==> config.mk <==
export PLATFORM = sky130hd
export DESIGN_NAME = alu_display_scan
export DESIGN_NICKNAME = d
export VERILOG_FILES = /design/src/rtl/alu_display_scan.sv
export SDC_FILE = /design/constraint.sdc
export NUM_CORES = 1
export LEC_CHECK = 0
export ABC_AREA = 1
export CELL_PAD_IN_SITES_DETAIL_PLACEMENT = 0
export CELL_PAD_IN_SITES_GLOBAL_PLACEMENT = 1
export CORE_ASPECT_RATIO = 2
export CORE_MARGIN = 2
export CORE_UTILIZATION = 28
export DETAILED_ROUTE_END_ITERATION = 10
export PLACE_DENSITY_LB_ADDON = 0.25
export RECOVER_POWER = 100
export SYNTH_ARGS = -nofsm -noshare
export SYNTH_HDL_FRONTEND = slang
export SYNTH_SLANG_ARGS = --single-unit
export TNS_END_PERCENT = 5
==> constraint.sdc <==
create_clock -name clk -period 7.3 [get_ports clk]
set_input_delay 2.19 -clock clk [delete_from_list [all_inputs] [get_ports clk]]
set_output_delay 2.19 -clock clk [all_outputs]
set_load 0.01 [all_outputs]
==> src/rtl/alu_display_scan.sv <==
// alu_display_scan: scans four {A,B,opcode} slots through one shared 4-bit ALU and
// one hex-to-7-segment decoder onto a 4-digit, one-hot, active-high display.
// Optional macro DISPLAY_BLANK_EN adds a dark BLANK cycle after each digit.
module alu_display_scan #(
    parameter int DWELL = 4                 // cycles each digit stays lit, 1..255
) (
    input  logic       clk,
    input  logic       rst_n,
    input  logic       enable,
    input  logic       load_valid,
    input  logic [1:0] load_slot,
    input  logic [3:0] load_A,
    input  logic [3:0] load_B,
    input  logic [1:0] load_opcode,
    output logic       load_ready,
    output logic       a,
    output logic       b,
    output logic       c,
    output logic       d,
    output logic       e,
    output logic       f,
    output logic       g,
    output logic [3:0] an,
    output logic [1:0] cur_slot
);

    typedef struct packed {
        logic [3:0] op_a;
        logic [3:0] op_b;
        logic [1:0] opcode;
    } slot_t;

    typedef enum logic [1:0] {
        IDLE    = 2'd0,
        COMPUTE = 2'd1,
        SHOW    = 2'd2
`ifdef DISPLAY_BLANK_EN
        , BLANK = 2'd3
`endif
    } state_t;

    localparam logic [7:0] DWELL_M1 = 8'(DWELL - 1);

    state_t     state_q;
    slot_t      slot_q [4];
    logic [1:0] cur_slot_q;
    logic [3:0] result_q;
    logic [7:0] dwell_q;
    logic [3:0] an_q;
    logic       lit_q;
    slot_t      cur_s;
    logic [3:0] alu_res;
    logic [6:0] seg;

    // Segment pattern {a..g} for one hex digit.
    function automatic logic [6:0] hex7seg(input logic [3:0] h);
        logic [6:0] s;
        case (h)
            4'h0: s = 7'h7E;  4'h1: s = 7'h30;  4'h2: s = 7'h6D;  4'h3: s = 7'h79;
            4'h4: s = 7'h33;  4'h5: s = 7'h5B;  4'h6: s = 7'h5F;  4'h7: s = 7'h70;
            4'h8: s = 7'h7F;  4'h9: s = 7'h7B;  4'hA: s = 7'h77;  4'hB: s = 7'h1F;
            4'hC: s = 7'h4E;  4'hD: s = 7'h3D;  4'hE: s = 7'h4F;  default: s = 7'h47;
        endcase
        return s;
    endfunction

    // Writes collide only with the slot whose result is being captured this cycle.
    assign load_ready = !((state_q == COMPUTE) && (load_slot == cur_slot_q));

    // Shared ALU operating on the slot currently being sequenced; results wrap at 4 bits.
    always_comb begin
        cur_s   = slot_q[cur_slot_q];
        alu_res = '0;
        case (cur_s.opcode)
            2'b00:   alu_res = cur_s.op_a + cur_s.op_b;
            2'b01:   alu_res = cur_s.op_a - cur_s.op_b;
            2'b10:   alu_res = cur_s.op_a & cur_s.op_b;
            default: alu_res = cur_s.op_a | cur_s.op_b;
        endcase
    end

    // Slot register file; any accepted write lands at the next edge regardless of enable.
    always_ff @(posedge clk or negedge rst_n) begin
        if (!rst_n) begin
            for (int i = 0; i < 4; i++) slot_q[i] <= '0;
        end else if (load_valid && load_ready) begin
            slot_q[load_slot] <= '{op_a: load_A, op_b: load_B, opcode: load_opcode};
        end
    end

    // Scan FSM: capture result in COMPUTE, hold the digit for DWELL cycles, advance slot.
    always_ff @(posedge clk or negedge rst_n) begin
        if (!rst_n) begin
            state_q    <= IDLE;
            cur_slot_q <= '0;
            result_q   <= '0;
            dwell_q    <= '0;
            an_q       <= '0;
            lit_q      <= 1'b0;
        end else if (!enable) begin
            state_q    <= IDLE;
            cur_slot_q <= '0;
            dwell_q    <= '0;
            an_q       <= '0;
            lit_q      <= 1'b0;
        end else begin
            case (state_q)
                IDLE: begin
                    state_q <= COMPUTE;
                end
                COMPUTE: begin
                    result_q <= alu_res;
                    an_q     <= 4'(4'b0001 << cur_slot_q);
                    lit_q    <= 1'b1;
                    dwell_q  <= DWELL_M1;
                    state_q  <= SHOW;
                end
                SHOW: begin
                    if (dwell_q != 8'd0) begin
                        dwell_q <= dwell_q - 8'd1;
                    end else begin
                        an_q  <= '0;
                        lit_q <= 1'b0;
`ifdef DISPLAY_BLANK_EN
                        state_q <= BLANK;
`else
                        cur_slot_q <= cur_slot_q + 2'd1;
                        state_q    <= COMPUTE;
`endif
                    end
                end
`ifdef DISPLAY_BLANK_EN
                BLANK: begin
                    cur_slot_q <= cur_slot_q + 2'd1;
                    state_q    <= COMPUTE;
                end
`endif
                default: begin
                    state_q <= IDLE;
                    an_q    <= '0;
                    lit_q   <= 1'b0;
                end
            endcase
        end
    end

    // Segments come only from registered state, dark whenever no digit is selected.
    assign seg = lit_q ? hex7seg(result_q) : 7'h00;
    assign {a, b, c, d, e, f, g} = seg;
    assign an       = an_q;
    assign cur_slot = cur_slot_q;

endmodule
==> impl_metrics.ini, run 1 <==
[clocking]
cts.reportedPaths.clkPinSlew_ps = 50
ctsHoldBuffers = 0
clock-root-buffer = clkbuf_16
h-tree-depth = 3
cts_setup_buffers = 0
clk-insertion-delay-late_ps = 330
cts_tree = done
cts.sink_count = 61
cts-resized-gates = 0
cts_buffers = 9
clockBufferDepth = 2

[grt]
grt_pass1_wl_um = 14800
grt_pass1_vias = 3007
track_usage = 0.138
grt.overflow.total = 0
grt_max_degree = 62
grt_antenna_before_repair = 0

[min_path]
worst_hold_startpoint = slot_q[23]
hp-class = flop to flop

[status]
status = finished, violations left
violations = max-capacitance violations, max-slew violations

[floorplanning]
die_h_um = 164
core-area_um2 = 12600
die-width_um = 83.9
ioPinCount = 30
fp-row-count = 58
die-area_um2 = 13700
initial_core_util = 0.285

[sta]
relSlewSlack = -1.27
setup_viol = 0
fin_tns_setup_ps = 0
final.min_clock_period_ps = 6120
finalWorstSetupSlack_ps = 1180
skew_ps = 6.80
worst_hold_slack_ps = 480
slew_violations = 93
hold_viol = 0
timing.fmax_mhz = 163
tightest_slew_ps = 3410
rsz0062_at_grt = no
period_share = 0.838

[logic_synthesis]
ys.warnings.count = 0
ys.flop_type = dfrtp_1
synthTopCellsByCount = 148 x nand2_1, 61 x dfrtp_1, 50 x o21ai_0, 46 x inv_1, 36 x nand3_1
async_reset_ff_frac = 1.00
yosysTopAreaCellShare = 0.427
post-synth-top-count-cell = nand2_1
ys_seq_elements = 61
synth.area.top_cells = dfrtp_1 43%, nand2_1 16%, o21ai_0 7.0%
syn-num-nets = 497
synth_cells = 462
seq_area_frac_synth = 0.427
synth_edf_count = 0
netlist_area_um2 = 3570
synth_top_cell_by_area = dfrtp_1
avgSynthCellArea_um2 = 7.73
synthDistinctLibCells = 38

[power]
p_leak_uw = 0.00210
peakVddDrop_mv = 0.117
power_density_nw_per_um2 = 295

[placed_design]
place.port_buffers = 29
dp_slack_ps = 1440
dp_hpwl_um = 6340
postPlaceCellArea_um2 = 3950
place_congestion = 0.777

[layout]
n_antenna_cell = 0
nFillCells = 1367
fin_area_um2 = 4200
syn2layout_area_growth_pct = 17.4
nets = 524
drive_gt1_frac = 0.0648

[critical_path]
critPathTopFamily = buffers and inverters
worstSetupPathType = input port to output pin
worst_ep_arrival_time_ps = 3930
crit-reg2reg-launch = cur_slot[0]
worstPathRequired_ps = 5110
critPathMaxFanout = 5
endpoint_kind = output pin
cp_num_buf_inv = 3
max_stage_delay_ps = 720
cp_common_cell = dlygate4sd3_1
crit_slowest_cell = dlygate4sd3_1
crit_path_cell_trace = dlygate4sd3_1, inv_1, a21oi_2, o2111ai_1, dlygate4sd3_1
startpoint_type = input port
startpoint = load_slot[0]

[route]
wl_um = 8860
dr_total_vias = 3006
postRouteAntennaNets = 0
detail_route.first_pass.iterations = 4
vias_per_cell = 4.67
wire_per_inst_um = 13.8
drc = 0
drt_iter0_markers = 132

[job]
cap_viol_max_count = 2
[layout by cell type (no fill, tap or decap), types with 2 or more instances in the layout]
cell type,n
clkbuf_16,9
dlygate4sd3_1,14
a21oi_1,18
nand4_1,7
nand2_1,149
nor2_1,18
nor3_1,3
xor2_1,4
dfrtp_1,61
clkdlybuf4s50_1,14
inv_1,48
ha_1,18
clkbuf_1,5
inv_2,4
o21ai_1,2
nand3_2,2
clkinv_2,2
nand3_1,36
o21ai_0,53
nand2_2,5
[cells by family after synthesis]
group / count (synthesis) / synth area share
AOI/OAI and AO/OA: 82 / 0.129
xor gates and xnor gates: 5 / 0.0123
buffers and inverters: 70 / 0.0917
and+or+nand+nor: 225 / 0.272
DFF: 61 / 0.427
adders and majority gates: 19 / 0.0686
[registers in the layout (all words and copies together), names as in the netlist]
name / cells
cur_slot: 2
an: 4
state_q: 2
dwell_q: 8
lit_q: 1
result_q: 4
slot_q: 40
[worst min-delay path, stage by stage (launching register included)]
cell and delay, ps:
dfrtp_1 340, nand2_1 50, o21ai_0 60
[layer usage]
metal  vias to the layer above  routed length, µm  GRT usage
met5                         -                  0          0
met4                         0                153     0.0506
met3                         8                234     0.0266
met2                        39               4980      0.267
met1                      1418               3500      0.144
li1                       1541                  -          -
[metrics by stage]
step                      total power [µW]   util  std cells
after floorplan                        726      -        462
after global routing                  1340  0.334        644
after global placement                 832  0.314        628
after detailed placement               838  0.314        628
after CTS                             1270  0.338        644
final                                 1240  0.334        644
[area by class of cell]
class | count | area, µm² | area share
Tap cell | 150 | 188 | 0.0447
Clock inverter | 4 | 47.5 | 0.0113
Inverter | 54 | 205 | 0.0489
Sequential cell | 61 | 1530 | 0.364
Timing Repair Buffer | 32 | 297 | 0.0707
Clock buffer | 12 | 246 | 0.0588
Multi-Input combinational cell | 331 | 1690 | 0.402
[power breakdown]
| part | total (µW) | internal (µW) | switching, µW |
|---|---|---|---|
| sequential | 452 | 402 | 50.3 |
| clock | 420 | 272 | 148 |
| combinational | 367 | 143 | 224 |
| total | 1240 | 817 | 422 |
[path summary, 6_finish.rpt]
kind / end / slack [ps] / cells after the start
setup / recovery: load_ready / 1180 / 5
hold / removal: slot_q[23] / 480 / 2
setup reg to reg: result_q[3] / 3480 / 18
hold reg to reg: slot_q[23] / 480 / 2
max in group asynchronous: slot_q[36] / 2260 / 2
min in group asynchronous: dwell_q[2] / 3110 / 2
No activity file was read; power rests on OpenSTA's default activity.
==> run 2: changes to the inputs <==
==> constraint.sdc (replaced) <==
create_clock -name clk -period 5.99 [get_ports clk]
set_input_delay 1.797 -clock clk [delete_from_list [all_inputs] [get_ports clk]]
set_output_delay 1.797 -clock clk [all_outputs]
set_load 0.01 [all_outputs]
==> run 2 against run 1 <==
  * Cell area is 1.1% higher
  * The run still ends with max-capacitance violations, max-slew violations left
  * Sequential power increased by 22%
  * Largest cell class unchanged
  * Combinational power up 21%
  * Critical path type unchanged
  * Clock power is 43% higher
  * Final cell count unchanged
  * Critical endpoint unchanged
  * Power up 29%
==> impl_metrics.ini, run 2 (synthesis gave the netlist of run 1 again) <==
[grt]
grt_pass1_vias = 3045
grt_antenna_before_repair = 0
grt_pass1_wl_um = 14800
track_usage = 0.138
grt_max_degree = 62
grt.overflow.total = 0

[layout]
syn2layout_area_growth_pct = 18.7
drive_gt1_frac = 0.0648
layout_commonest_cell = nand2_1
reg_top3 = slot_q x40, dwell_q x8
nets = 524
regMostFlops = slot_q
n_antenna_cell = 0
layout_common_cells = 149 x nand2_1, 61 x dfrtp_1, 53 x o21ai_0
largest_register_ffs = 40
nFillCells = 1333

[placed_design]
place_congestion = 0.778
dp_hpwl_um = 6360
place.port_buffers = 29

[route]
dr_total_vias = 3039
postRouteAntennaNets = 0
vias_per_cell = 4.72
drc = 0
wl_um = 8880
drt_iter0_markers = 112
detail_route.first_pass.iterations = 4
wire_per_inst_um = 13.8

[clocking]
cts_buffers = 9
cts.reportedPaths.clkPinSlew_ps = 50
h-tree-depth = 3
clockBufferDepth = 2
cts_setup_buffers = 0
cts-resized-gates = 0
clk-insertion-delay-late_ps = 330
ctsHoldBuffers = 0
cts.sink_count = 61
cts_tree = done
clock-root-buffer = clkbuf_16

[status]
violations = max-capacitance violations, max-slew violations
status = finished, violations left

[floorplanning]
die_h_um = 164
ioPinCount = 30
fp-row-count = 58
core-area_um2 = 12600
initial_core_util = 0.285
die-area_um2 = 13700
die-width_um = 83.9

[critical_path]
endpoint_kind = output pin
worstPathRequired_ps = 4190
worstSetupPathType = input port to output pin
startpoint_type = input port
critPathMaxFanout = 5
worst_ep_arrival_time_ps = 3550

[sta]
timing.fmax_mhz = 187
relSlewSlack = -1.24
rsz0062_at_grt = no
period_share = 0.892
setup_viol = 0
slew_violations = 93
tightest_slew_ps = 3360
fin_tns_setup_ps = 0
worst_hold_slack_ps = 484
skew_ps = 9.04
final.min_clock_period_ps = 5340
hold_viol = 0

[job]
cap_viol_max_count = 2

[power]
p_total_uw = 1590
p_leak_uw = 0.00213
power_density_nw_per_um2 = 376
peakVddDrop_mv = 0.147

[min_path]
hp-class = flop to flop
-- run 2: cell types whose count changed in the layout (fill, tap and decap cells not counted) --
| cell | before | now |
|---|---|---|
| clkinvlp_4 | 1 | 0 |
| clkinv_2 | 2 | 1 |
| bufinv_16 | 1 | 3 |
-- run 2: worst paths after layout --
check	depth (start not counted)	slack [ps]	start	endpoint
max	5	650	load_slot[0]	load_ready
max in group asynchronous	2	1400	rst_n	slot_q[36]
min	2	480	slot_q[37]	slot_q[37]
min reg2reg	2	480	slot_q[37]	slot_q[37]
max reg2reg	18	2110	cur_slot[0]	result_q[3]
min in group asynchronous	2	2690	rst_n	dwell_q[3]
-- run 2: per-layer routing --
layer,up-vias,part of all wire,global-route usage
met5,-,0,0
met4,0,0.022,0.0572
met3,15,0.024,0.0231
met2,37,0.56,0.266
met1,1443,0.39,0.144
li1,1544,-,-
-- run 2: area by class of cell --
type | instances | area [µm²] | area share
Clock inverter | 4 | 95.1 | 0.0224
Tap cell | 150 | 188 | 0.0442
Multi-Input combinational cell | 331 | 1690 | 0.397
Clock buffer | 12 | 246 | 0.0581
Inverter | 54 | 205 | 0.0484
Timing Repair Buffer | 32 | 297 | 0.0699
Sequential cell | 61 | 1530 | 0.360
-- run 2: stage by stage --
step | utilization | cell area (µm²) | instances | worst slack [ps]
global route | 0.338 | 4240 | 644 | 588
finish | 0.338 | 4240 | 644 | 647
floorplan | - | 3570 | 462 | 2030
CTS | 0.342 | 4290 | 644 | 928
detailed placement | 0.314 | 3950 | 628 | 923
global placement | 0.314 | 3950 | 628 | 949
-- run 2: report_power, final --
group          switching, µW  total [µW]  internal (µW)  leakage [µW]
registers               61.3         551            490      0.000773
clock network            182         599            417      0.000167
logic                    271         445            174       0.00119
total                    514        1590           1080       0.00213
-- run 2: worst max-delay path, cell delays in order --
cell	delay, ps
dlygate4sd3_1	570
inv_1	100
a21oi_2	120
o2111ai_1	240
dlygate4sd3_1	730
